### config.mk
export PLATFORM = sky130hd
export DESIGN_NAME = fp16_add_sched
export DESIGN_NICKNAME = d
export VERILOG_FILES = /design/src/rtl/fp16_pkg.sv /design/src/rtl/rr_pick.sv /design/src/rtl/fp16_add_sched.sv
export SDC_FILE = /design/constraint.sdc
export NUM_CORES = 1
export LEC_CHECK = 0
export BUFFER_PORTS_ARGS = -buffer_cell sky130_fd_sc_hd__buf_2
export CORE_MARGIN = 2
export CORE_UTILIZATION = 46
export DETAILED_ROUTE_END_ITERATION = 8
export HOLD_SLACK_MARGIN = 0.06
export PLACE_DENSITY_LB_ADDON = 0.25
export SLEW_MARGIN = 20
export SYNTH_ARGS = -nofsm -noshare
export SYNTH_HDL_FRONTEND = slang
export SYNTH_HIERARCHICAL = 1
export SYNTH_SLANG_ARGS = --single-unit
### constraint.sdc
create_clock -name clk -period 6.4 [get_ports clk]
set_input_delay 1.28 -clock clk [delete_from_list [all_inputs] [get_ports clk]]
set_output_delay 1.28 -clock clk [all_outputs]
set_load 0.02 [all_outputs]
### src/rtl/fp16_pkg.sv
// Shared types and constants for the fp16 adder scheduler.
package fp16_pkg;

  localparam int unsigned FP16_W = 16;

  typedef enum logic [1:0] {
    RUN   = 2'd0,
    DRAIN = 2'd1,
    HALT  = 2'd2
  } sched_state_t;

  localparam logic [FP16_W-1:0] FP16_ONE  = 16'h3C00;
  localparam logic [FP16_W-1:0] FP16_ZERO = 16'h0000;

endpackage

### src/rtl/rr_pick.sv
// Combinational round-robin picker: first valid lane at or after ptr, wrapping modulo N.
module rr_pick #(
  parameter int unsigned N = 4
) (
  input  logic [N-1:0]         valid,
  input  logic [$clog2(N)-1:0] ptr,
  output logic [N-1:0]         grant,
  output logic [$clog2(N)-1:0] idx
);

  localparam int unsigned IdxW = $clog2(N);

  logic [IdxW-1:0] pos;
  logic            found;

  always_comb begin
    grant = '0;
    idx   = '0;
    found = 1'b0;
    pos   = '0;
    for (int unsigned k = 0; k < N; k++) begin
      pos = IdxW'((32'(ptr) + k) % N);
      if (!found && valid[pos]) begin
        found      = 1'b1;
        grant[pos] = 1'b1;
        idx        = pos;
      end
    end
  end

endmodule

### src/rtl/fp16_add_sched.sv
// Round-robin scheduler sharing one pipelined fp16 adder among N_REQ requesters,
// with a requester-ID tag pipe aligned to the adder latency and a drain handshake.
module fp16_add_sched import fp16_pkg::*; #(
  parameter int unsigned N_REQ   = 4,
  parameter int unsigned ADD_LAT = 2
) (
  input  logic                          clk,
  input  logic                          rst,
  input  logic [N_REQ-1:0]              req_valid,
  input  logic [16*N_REQ-1:0]           req_a,
  input  logic [16*N_REQ-1:0]           req_b,
  output logic [N_REQ-1:0]              req_ready,
  output logic [N_REQ-1:0]              rsp_valid,
  output logic [15:0]                   rsp_x,
  output logic [15:0]                   add_a,
  output logic [15:0]                   add_b,
  input  logic [15:0]                   add_x,
  input  logic                          drain_req,
  output logic                          drain_done,
  output logic [$clog2(ADD_LAT+3)-1:0]  inflight
);

  localparam int unsigned IdxW = $clog2(N_REQ);
  localparam int unsigned CntW = $clog2(ADD_LAT + 3);

  sched_state_t               state_q, state_d;
  logic [IdxW-1:0]            ptr_q, ptr_d, gidx;
  logic [N_REQ-1:0]           grant;
  logic                       xfer;
  logic [FP16_W-1:0]          add_a_q, add_a_d, add_b_q, add_b_d;
  logic [FP16_W-1:0]          rsp_x_q, rsp_x_d;
  logic [ADD_LAT:0]           tag_vld_q, tag_vld_d;
  logic [ADD_LAT:0][IdxW-1:0] tag_id_q, tag_id_d;
  logic [N_REQ-1:0]           rsp_valid_q, rsp_valid_d;
  logic [CntW-1:0]            inflight_q, inflight_d;

  rr_pick #(
    .N (N_REQ)
  ) u_pick (
    .valid (req_valid),
    .ptr   (ptr_q),
    .grant (grant),
    .idx   (gidx)
  );

  // Grant depends only on registered state; masked while reset is held.
  always_comb begin
    req_ready = '0;
    if (rst && state_q == RUN) req_ready = grant;
    xfer = |req_ready;
  end

  always_comb begin
    add_a_d = FP16_ZERO;
    add_b_d = FP16_ZERO;
    for (int unsigned i = 0; i < N_REQ; i++) begin
      if (req_ready[i]) begin
        add_a_d = req_a[i*FP16_W +: FP16_W];
        add_b_d = req_b[i*FP16_W +: FP16_W];
      end
    end
  end

  always_comb begin
    ptr_d = ptr_q;
    if (xfer) ptr_d = (gidx == IdxW'(N_REQ - 1)) ? '0 : gidx + IdxW'(1);

    tag_vld_d = {tag_vld_q[ADD_LAT-1:0], xfer};
    tag_id_d  = {tag_id_q[ADD_LAT-1:0], gidx};

    rsp_x_d     = add_x;
    rsp_valid_d = '0;
    if (tag_vld_q[ADD_LAT]) rsp_valid_d[tag_id_q[ADD_LAT]] = 1'b1;

    // Decrement on the edge that raises rsp_valid, so drain sees zero in that cycle.
    inflight_d = inflight_q;
    case ({xfer, tag_vld_q[ADD_LAT]})
      2'b10:   inflight_d = inflight_q + CntW'(1);
      2'b01:   inflight_d = inflight_q - CntW'(1);
      default: inflight_d = inflight_q;
    endcase
  end

  always_comb begin
    state_d = state_q;
    case (state_q)
      RUN:     if (drain_req) state_d = DRAIN;
      DRAIN: begin
        if (!drain_req)            state_d = RUN;
        else if (inflight_q == '0) state_d = HALT;
      end
      HALT:    if (!drain_req) state_d = RUN;
      default: state_d = RUN;
    endcase
  end

  always_ff @(posedge clk or negedge rst) begin
    if (!rst) begin
      state_q     <= RUN;
      ptr_q       <= '0;
      add_a_q     <= FP16_ZERO;
      add_b_q     <= FP16_ZERO;
      tag_vld_q   <= '0;
      tag_id_q    <= '0;
      rsp_valid_q <= '0;
      rsp_x_q     <= FP16_ZERO;
      inflight_q  <= '0;
    end else begin
      state_q     <= state_d;
      ptr_q       <= ptr_d;
      add_a_q     <= add_a_d;
      add_b_q     <= add_b_d;
      tag_vld_q   <= tag_vld_d;
      tag_id_q    <= tag_id_d;
      rsp_valid_q <= rsp_valid_d;
      rsp_x_q     <= rsp_x_d;
      inflight_q  <= inflight_d;
    end
  end

  assign add_a      = add_a_q;
  assign add_b      = add_b_q;
  assign rsp_valid  = rsp_valid_q;
  assign rsp_x      = rsp_x_q;
  assign inflight   = inflight_q;
  assign drain_done = (state_q == HALT);

endmodule

==> results of run 1 <==
## power by group
| group | switching, mW | internal, mW | leakage [nW] | total [mW] |
|---|---|---|---|---|
| clock network | 0.170 | 0.218 | 0.102 | 0.387 |
| registers | 0.0732 | 0.545 | 0.864 | 0.618 |
| logic | 0.774 | 0.494 | 1.38 | 1.27 |
## registers in the layout, indices dropped and copies added, names as in the netlist
| signal | flops |
|---|---|
| add_a | 16 |
| add_b | 16 |
| inflight | 3 |
| ptr_q | 2 |
| rsp_valid | 4 |
| rsp_x | 16 |
| state_q | 2 |
| tag_id_d | 4 |
| tag_id_q | 2 |
| tag_vld_q | 3 |
## critical path: stages, from the launching register on
cell,delay (ns)
dfrtp_1,0.63
inv_1,0.16
ha_1,0.44
mux4_2,0.47
nor2b_4,0.24
a221oi_1,0.13
o2bb2ai_2,0.73
and2_1,0.24
buf_2,0.17
## final timing paths
path | from | to | slack [ns]
hold reg to reg | tag_id_d[5] | tag_id_q[5] | 0.34
setup / recovery | ptr_q[0] | req_ready[1] | 1.55
min in group asynchronous | rst | state_q[1] | 1.06
hold / removal | tag_id_d[5] | tag_id_q[5] | 0.34
max in group asynchronous | rst | add_b[3] | 4.75
setup reg to reg | ptr_q[0] | inflight[2] | 2.10
## area by class of cell
class | instances | area (µm²)
clock buffer | 9 | 123.9
clock inverter | 6 | 88.84
fill | 589 | 2207
inverter | 10 | 37.54
multi-input combinational | 204 | 1454
sequential | 68 | 1702
tap | 96 | 120.1
timing repair buffer | 216 | 1099
## per-stage QoR
stage	hold WS (ns)	util (%)	instances	setup WS, ns
6_report	0.3411	67.69	609	1.553
5_1_grt	0.3476	67.69	609	1.318
4_1_cts	0.3468	67.69	609	1.546
3_5_place_dp	0.3347	64.58	594	1.601
3_3_place_gp	0.3316	64.58	594	1.651
2_1_floorplan	0.3312	-	305	1.981
## Yosys cell counts, types with 2 or more instances
cell type / count
dfrtp_1: 68
o21ai_1: 63
nand2_1: 39
a221oi_1: 35
buf_2: 11
clkbuf_1: 11
inv_1: 10
ha_1: 7
nor2_1: 7
nor2b_1: 5
o2bb2ai_1: 5
mux4_2: 4
mux2_1: 3
a21oi_1: 2
and2_1: 2
nand3b_1: 2
nor3_1: 2
nor3b_1: 2
xor2_1: 2
## cell families (layout without fill, tap and decap cells)
logic type / count (synthesis) / count (layout) / synth area share [%]
AO/OA/AOI/OAI: 114 / 114 / 23.40
flip-flops: 68 / 68 / 52.25
AND/OR/NAND/NOR: 71 / 71 / 11.68
multiplexers: 8 / 8 / 4.111
adder cells (fa/ha/maj): 8 / 8 / 3.304
XOR/XNOR: 3 / 3 / 0.8069
buffers and inverters: 33 / 241 / 4.456
## layer usage
layer	up-vias	wire length (µm)	GRT usage [%]
met2	127	5403	45.32
met5	-	0	0
met4	0	196	9.504
li1	1537	-	-
met3	13	760	6.126
met1	1537	4040	33.05
==> impl_metrics.json, run 1 <==
{
  "port_buffers": 210,
  "die_area_um2": 7770,
  "leakagePower_nw": 2.343,
  "diodes": 0,
  "worstPathMaxFanout": 19,
  "critPathLaunchType": "flop",
  "cts.sinks": 68,
  "final_area_um2": 4624,
  "finalSetupTns_ns": 0,
  "dp_hpwl_mm": 7.725,
  "rsz0062_at_grt": "no",
  "setup_violations": 0,
  "place_area_um2": 4412,
  "rows": 30,
  "synth_top_area_share_pct": 52.25,
  "power_density_nw_per_um2": 491.6,
  "start_util_pct": 47.67,
  "cts.reportedPaths.clkPinSlew_ns": 0.09,
  "grt_pass1_vias": 3083,
  "worstMarginPinSlew_ns": 0.8980,
  "worstHoldPathCells": 0,
  "maxSlewHeadroom_pct": 39.78,
  "yosysSeqAreaShare_pct": 52.25,
  "drtPass1Iterations": 4,
  "cts_root_buffer": "clkbuf_8",
  "drtAntennaViolNets": 0,
  "vias": 3214,
  "hold_buffers": 0,
  "drc": 0,
  "grt_max_degree": 74,
  "wire_per_inst_um": 17.08,
  "finalWirelength_mm": 10.40,
  "die_y_um": 88.15,
  "slew_viol_final": 0,
  "synth_cells": 305,
  "clock_tree.buffer_depth": 2,
  "dieWidth_um": 88.15,
  "synth_edf_count": 0,
  "synth_area_um2": 3257,
  "cts_tree": "built",
  "max_freq_mhz": 206.3,
  "synth.distinct_cells": 44,
  "mostFrequentLayoutCell": "buf_2",
  "antenna_found_initial": 0,
  "maxCapViolCount": 0,
  "skew_ns": 0.01276,
  "cts_buffers": 9,
  "track_usage_pct": 26.51,
  "final_nets": 668,
  "core_area_um2": 6832,
  "synth_top_area_cell": "dfrtp_1",
  "p_total_mw": 2.273,
  "synth-seq-cells": 68,
  "num_io_pins": 211,
  "clkLatencyLatePin_ns": 0.35,
  "async_flop_share_pct": 100.0,
  "area_growth_pct": 41.99,
  "post_cts_buffers": 0,
  "vdd_ir_drop_max_mv": 0.2952,
  "synth_nets": 464,
  "finalCritPeriodShare_pct": 75.74,
  "grt_remaining_overflow": 0,
  "cp-end-kind": "output port",
  "ys_warn_count": 6,
  "path_class": "flop to output port",
  "finalCriticalPeriod_ns": 4.847,
  "ctsResizeCount": 0,
  "vias_per_cell": 5.278,
  "final_layout_size_suffix_gt1_share_pct": 48.15,
  "r2r.worst_path.cells": 16,
  "avgSynthCellArea_um2": 10.68,
  "cp.required_ns": 5.12,
  "layout_common_cells": "209 x buf_2, 68 x dfrtp_1, 63 x o21ai_1",
  "grt_pass1_wl_mm": 15.47,
  "synth-main-ff-cell": "dfrtp_1",
  "hp-class": "flop to flop",
  "hold_viol_final": 0,
  "cp.arrival_ns": 3.57,
  "synthTopCellsByArea": "dfrtp_1 52%, o21ai_1 9.7%, a221oi_1 9.4%",
  "outcome": "finished, final reports clean",
  "htreeDepth": 3,
  "finalWeightedCongestion": 0.8626,
  "drtIter0Drc": 162
}
No activity file was read; power rests on OpenSTA's default activity.
==> run 2: changes to the inputs <==
- ABC_AREA: unset -> 1
- CORE_UTILIZATION: 46 -> 45
- clock period: 6.4 -> 4.7 ns (I/O delays scaled with it)
==> impl_metrics.json, run 2 <==
{
  "wire_per_inst_um": 14.00,
  "stdcell_count": 859,
  "ys_warn_count": 6,
  "post_cts_buffers": 0,
  "dp.cells": 842,
  "cts_root_buffer": "clkbuf_8",
  "maxCapViolCount": 0,
  "synth_cells": 547,
  "synthMuxAreaShare_pct": 0,
  "clkPwrFrac_pct": 18.1,
  "power_density_nw_per_um2": 580.1,
  "critPathLaunchType": "flop",
  "setup_violations": 0,
  "cts.sinks": 68,
  "antenna_found_initial": 1,
  "async_flop_share_pct": 100.0,
  "cp-end-kind": "output port",
  "slew_viol_final": 0,
  "cts_tree": "built",
  "rows": 34,
  "rrSetupSlack_ns": 1.07,
  "finalWeightedCongestion": 0.8953,
  "core_area_um2": 8593,
  "synth_top_family_by_area": "simple AND/OR/NAND/NOR gates",
  "mostFrequentLayoutCell": "buf_2",
  "dieWidth_um": 97.47,
  "cp.required_ns": 3.76,
  "synth_most_common_cell": "nand2_1",
  "final_layout_size_suffix_gt1_share_pct": 32.93,
  "synth_xor_area_share_pct": 0.4456,
  "path_class": "flop to output port",
  "synth_common_cells": "176 x nand2_1, 84 x inv_1, 68 x dfrtp_1",
  "layout_common_cells": "209 x buf_2, 176 x nand2_1, 84 x inv_1",
  "skew_ns": 0.01284,
  "synthSimpleGateAreaFrac_pct": 34.98,
  "grt_remaining_overflow": 0,
  "maxSlewHeadroom_pct": 33.36,
  "finalSetupTns_ns": 0,
  "worstMarginPinSlew_ns": 0.9996,
  "slowest_delay_ns": 0.64,
  "finalWirelength_mm": 12.03,
  "worstPathCellList": "inv_6 > ha_1 > inv_1 > nand3_1 > nand2_1 > nand2_1 > inv_1 > nand3_1 > nand3_1 > nand3_1 > inv_2 > buf_4 > buf_2",
  "die_y_um": 97.47,
  "slowest_stage": "dfrtp_1",
  "worstPathMaxFanout": 19,
  "start_util_pct": 45.75,
  "synth_area_um2": 3931,
  "clock_tree.buffer_depth": 2,
  "grt_pass1_vias": 4185,
  "vias": 4293,
  "p_sw_share_pct": 47.84,
  "finalCritPeriodShare_pct": 85.73,
  "clkLatencyLatePin_ns": 0.34,
  "synth-seq-cells": 68,
  "synth.distinct_cells": 28,
  "synth_nets": 706,
  "crit_top_cell": "nand3_1",
  "final_nets": 904,
  "dp_hpwl_mm": 8.362,
  "grt_pass1_wl_mm": 19.37,
  "synthAdderAreaFrac_pct": 2.737,
  "grt_max_degree": 87,
  "cp.arrival_ns": 3.09,
  "synth_compound_area_share_pct": 6.238,
  "power.internal_mw": 1.586,
  "drtIter0Drc": 167,
  "cts_buffers": 9,
  "outcome": "finished, final reports clean",
  "synth_top_area_share_pct": 43.28,
  "drtPass1Iterations": 5,
  "port_buffers": 210,
  "area_growth_pct": 33.35,
  "hold_buffers": 0,
  "avgSynthCellArea_um2": 7.187,
  "power_switching_mw": 1.455,
  "cts.reportedPaths.clkPinSlew_ns": 0.08,
  "track_usage_pct": 25.03,
  "htreeDepth": 3,
  "hp-class": "flop to flop",
  "drtAntennaViolNets": 0,
  "vias_per_cell": 4.998,
  "pwr-share-seq_pct": 27.1,
  "die_area_um2": 9499,
  "yosysSeqAreaShare_pct": 43.28,
  "ctsResizeCount": 0,
  "leakagePower_nw": 3.139,
  "rsz0062_at_grt": "no",
  "drc": 0,
  "synth_edf_count": 0,
  "hold_viol_final": 0,
  "synth-main-ff-cell": "dfrtp_1",
  "vdd_ir_drop_max_mv": 0.5420,
  "synth_top_area_cell": "dfrtp_1",
  "num_io_pins": 211,
  "max_freq_mhz": 248.2,
  "combPwrFrac_pct": 54.8,
  "synthTopCellsByArea": "dfrtp_1 43%, nand2_1 17%, inv_1 8.0%",
  "finalCriticalPeriod_ns": 4.029
}
## run 2: cell types whose count changed in the layout (fill, tap and decap cells not counted), sizes merged, moves of 4 or more
cell,change
a21oi,+5
nor2b,-6
nand4,+33
inv,+78
nand2,+142
o2bb2ai,-5
nor2,+29
o21ai,-29
a21boi,+4
a221oi,-36
mux4,-4
nand3,+50
## run 2: layout make-up
| cell class | count | area, µm² |
|---|---|---|
| multi-input combinational | 363 | 1750 |
| fill | 808 | 3351 |
| clock buffer | 9 | 123.9 |
| tap | 108 | 135.1 |
| clock inverter | 7 | 98.84 |
| inverter | 87 | 331.6 |
| antenna | 1 | 2.502 |
| sequential | 68 | 1702 |
| timing repair buffer | 216 | 1099 |
## run 2: cell families (layout without fill, tap and decap cells)
kind of cell	Yosys count	in the layout
flops	68	68
buf+inv	116	319
simple gates	306	306
xor+xnor	2	2
compound gates	47	47
fa+ha+maj	8	8
other cells	0	1
## run 2: layer usage
layer	vias to the layer above	part of all wire (%)	global-route usage, %
met5	-	0	0
met3	29	7.4	5.540
met4	0	2.8	11.43
li1	2107	-	-
met2	181	49	41.91
met1	1976	41	30.87
## run 2: through the flow
stage	instance area [µm²]	setup WS [ns]	hold WS [ns]	utilization [%]	total power, mW
after floorplan	3931	1.455	0.3312	-	2.071
after global placement	5017	1.060	0.3326	58.39	2.431
after detailed placement	5017	0.9961	0.3426	58.39	2.496
after CTS	5240	0.6663	0.3624	60.98	3.061
after global routing	5240	0.3576	0.3728	60.98	3.321
final	5243	0.6707	0.3595	61.01	3.041
## run 2: worst max-delay path: cells and delay by family, from the launching register on
family                   cells  cell delay (ns)
buffers and inverters        6             1.20
adder cells (fa/ha/maj)      1             0.37
AND/OR/NAND/NOR              6             0.52
flip-flops                   1             0.64
## run 2: worst paths after layout
kind	start	endpoint	cells after the start
worst max-delay path	ptr_q[0]	req_ready[3]	13
worst min-delay path	tag_id_d[5]	tag_id_q[5]	0
worst max register to register	ptr_q[0]	inflight[2]	19
worst min register to register	tag_id_d[5]	tag_id_q[5]	0
max in group asynchronous	rst	add_a[7]	2
min in group asynchronous	rst	add_b[7]	1
## run 2: power groups by stage
stage / Combinational [mW] / Sequential, mW / Clock, mW
global route: 1.89 / 0.840 / 0.590
CTS: 1.67 / 0.825 / 0.567
global placement: 1.60 / 0.827 / 0
finish: 1.67 / 0.825 / 0.550
floorplan: 1.14 / 0.932 / 0
detailed placement: 1.66 / 0.837 / 0
==> run 3: changes to the inputs <==
- PLACE_DENSITY: unset -> 0.8
- PLACE_DENSITY_LB_ADDON: 0.25 -> unset
- RECOVER_POWER: unset -> 25
==> impl_metrics.json, run 3 (synthesized netlist as in run 2, its figures left out) <==
{
  "finalCritPeriodShare_pct": 88.48,
  "critPathLaunchType": "flop",
  "track_usage_pct": 24.48,
  "worstHoldPathCells": 0,
  "power_density_nw_per_um2": 577.7,
  "die_y_um": 97.47,
  "setup_violations": 0,
  "place_area_um2": 5017,
  "vdd_ir_drop_max_mv": 0.3295,
  "grt_max_degree": 78,
  "slew_viol_final": 0,
  "worstPathCellList": "inv_6 > ha_1 > inv_1 > nand3_1 > nand2_1 > nor2_2 > a21oi_1 > nand3_1 > nand3_1 > buf_4 > inv_2 > buf_4 > buf_2",
  "crit_top_cell": "nand3_1",
  "clkLatencyLatePin_ns": 0.34,
  "cp.arrival_ns": 3.22,
  "hold_buffers": 0,
  "start_util_pct": 45.75,
  "diodes": 0,
  "vias": 4204,
  "grt_pass1_vias": 4377,
  "wire_per_inst_um": 13.58,
  "maxCapViolCount": 0,
  "area_growth_pct": 32.85,
  "drtPass1Iterations": 5,
  "r2r.worst_path.cells": 20,
  "slowest_stage": "dfrtp_1",
  "layout_common_cells": "202 x buf_2, 176 x nand2_1, 84 x inv_1",
  "r2r-start": "ptr_q[0]",
  "cts_tree": "built",
  "post_cts_buffers": 0,
  "dp.cells": 842,
  "rows": 34,
  "fin_util_pct": 60.77,
  "port_buffers": 210,
  "htreeDepth": 3,
  "clock_tree.buffer_depth": 2,
  "finalSetupTns_ns": 0,
  "skew_ns": 0.007363,
  "hp-start": "tag_id_d[3]",
  "path_depth": 13,
  "finalWeightedCongestion": 0.9190,
  "antenna_found_initial": 0,
  "ctsResizeCount": 0,
  "drtIter0Drc": 160,
  "dp_hpwl_mm": 8.532,
  "max_freq_mhz": 240.5,
  "rsz0062_at_grt": "no",
  "vias_per_cell": 4.905,
  "worstPathMaxFanout": 33,
  "final_layout_size_suffix_gt1_share_pct": 31.91,
  "whs_ns": 0.3606,
  "hold_viol_final": 0,
  "mostFrequentLayoutCell": "buf_2",
  "finalWirelength_mm": 11.64,
  "rrSetupSlack_ns": 0.78,
  "cts_buffers": 9,
  "cts_root_buffer": "clkbuf_8",
  "worstMarginPinSlew_ns": 0.8880,
  "final_nets": 904,
  "grt_pass1_wl_mm": 19.26,
  "crit_family": "buffers and inverters",
  "cp_num_buf_inv": 6,
  "core_area_um2": 8593,
  "crit_start": "ptr_q[0]",
  "drc": 0,
  "hp-class": "flop to flop",
  "cts.reportedPaths.clkPinSlew_ns": 0.07,
  "leakagePower_nw": 3.107,
  "cts.sinks": 68,
  "finalCriticalPeriod_ns": 4.158,
  "die_area_um2": 9499,
  "stdcell_count": 857,
  "outcome": "finished, final reports clean",
  "final_area_um2": 5223,
  "path_class": "flop to output port",
  "slowest_delay_ns": 0.63,
  "grt_remaining_overflow": 0,
  "dieWidth_um": 97.47,
  "drtAntennaViolNets": 0,
  "num_io_pins": 211,
  "cp-end-kind": "output port",
  "cp.required_ns": 3.76,
  "maxSlewHeadroom_pct": 40.80
}
## run 3: cell count changes in the layout (fill, tap and decap cells not counted)
| cell | before | now |
|---|---|---|
| clkinv_4 | 1 | 2 |
| diode_2 | 1 | 0 |
| clkbuf_1 | 0 | 7 |
| buf_2 | 209 | 202 |
| inv_6 | 3 | 1 |
## run 3: per-layer routing
metal	vias up	part of all wire, %	track usage (%)
li1	2105	-	-
met1	1880	40	29.76
met5	-	0	0
met3	32	6.9	3.597
met4	0	2.8	11.00
met2	187	50	42.92
## run 3: report_power, final
part	internal (mW)	total [mW]	switching, mW
combinational	0.540	1.67	1.13
sequential	0.741	0.822	0.0802
clock	0.297	0.525	0.228
total	1.58	3.02	1.44
## run 3: layout make-up
| class | instances | area (µm²) |
|---|---|---|
| clock buffers | 9 | 123.9 |
| clock inverters | 6 | 90.09 |
| fillers | 822 | 3371 |
| inverters | 87 | 331.6 |
| multi-input cells | 363 | 1750 |
| flip-flops and latches | 68 | 1702 |
| well taps | 108 | 135.1 |
| repair buffers | 216 | 1090 |
## run 3: worst register-to-register path, cell delays in order (launching register included)
cell and delay, ns:
dfrtp_1 0.63, inv_6 0.11, ha_1 0.37, inv_1 0.14, nand3_1 0.10, nand2_1 0.14
nor2_2 0.08, a21oi_1 0.13, nand3_1 0.08, nand3_1 0.08, buf_4 0.29, inv_2 0.23
nor2_1 0.23, nand2_1 0.15, inv_1 0.08, ha_1 0.14, inv_1 0.06, fa_1 0.38
a21oi_1 0.14, o21ai_0 0.11, xnor2_1 0.14
## run 3: worst paths after layout
kind	end
max	req_ready[3]
min	tag_id_d[5]
max reg2reg	inflight[2]
min reg2reg	tag_id_d[5]
max in group asynchronous	add_a[7]
min in group asynchronous	state_q[0]
## run 3: stage by stage
| step | worst slack, ns | total power [mW] |
|---|---|---|
| floorplan | 1.455 | 2.071 |
| CTS | 0.4938 | 3.042 |
| finish | 0.5415 | 3.017 |
| global route | 0.2445 | 3.287 |
| global placement | 0.8836 | 2.443 |
| detailed placement | 0.7772 | 2.506 |
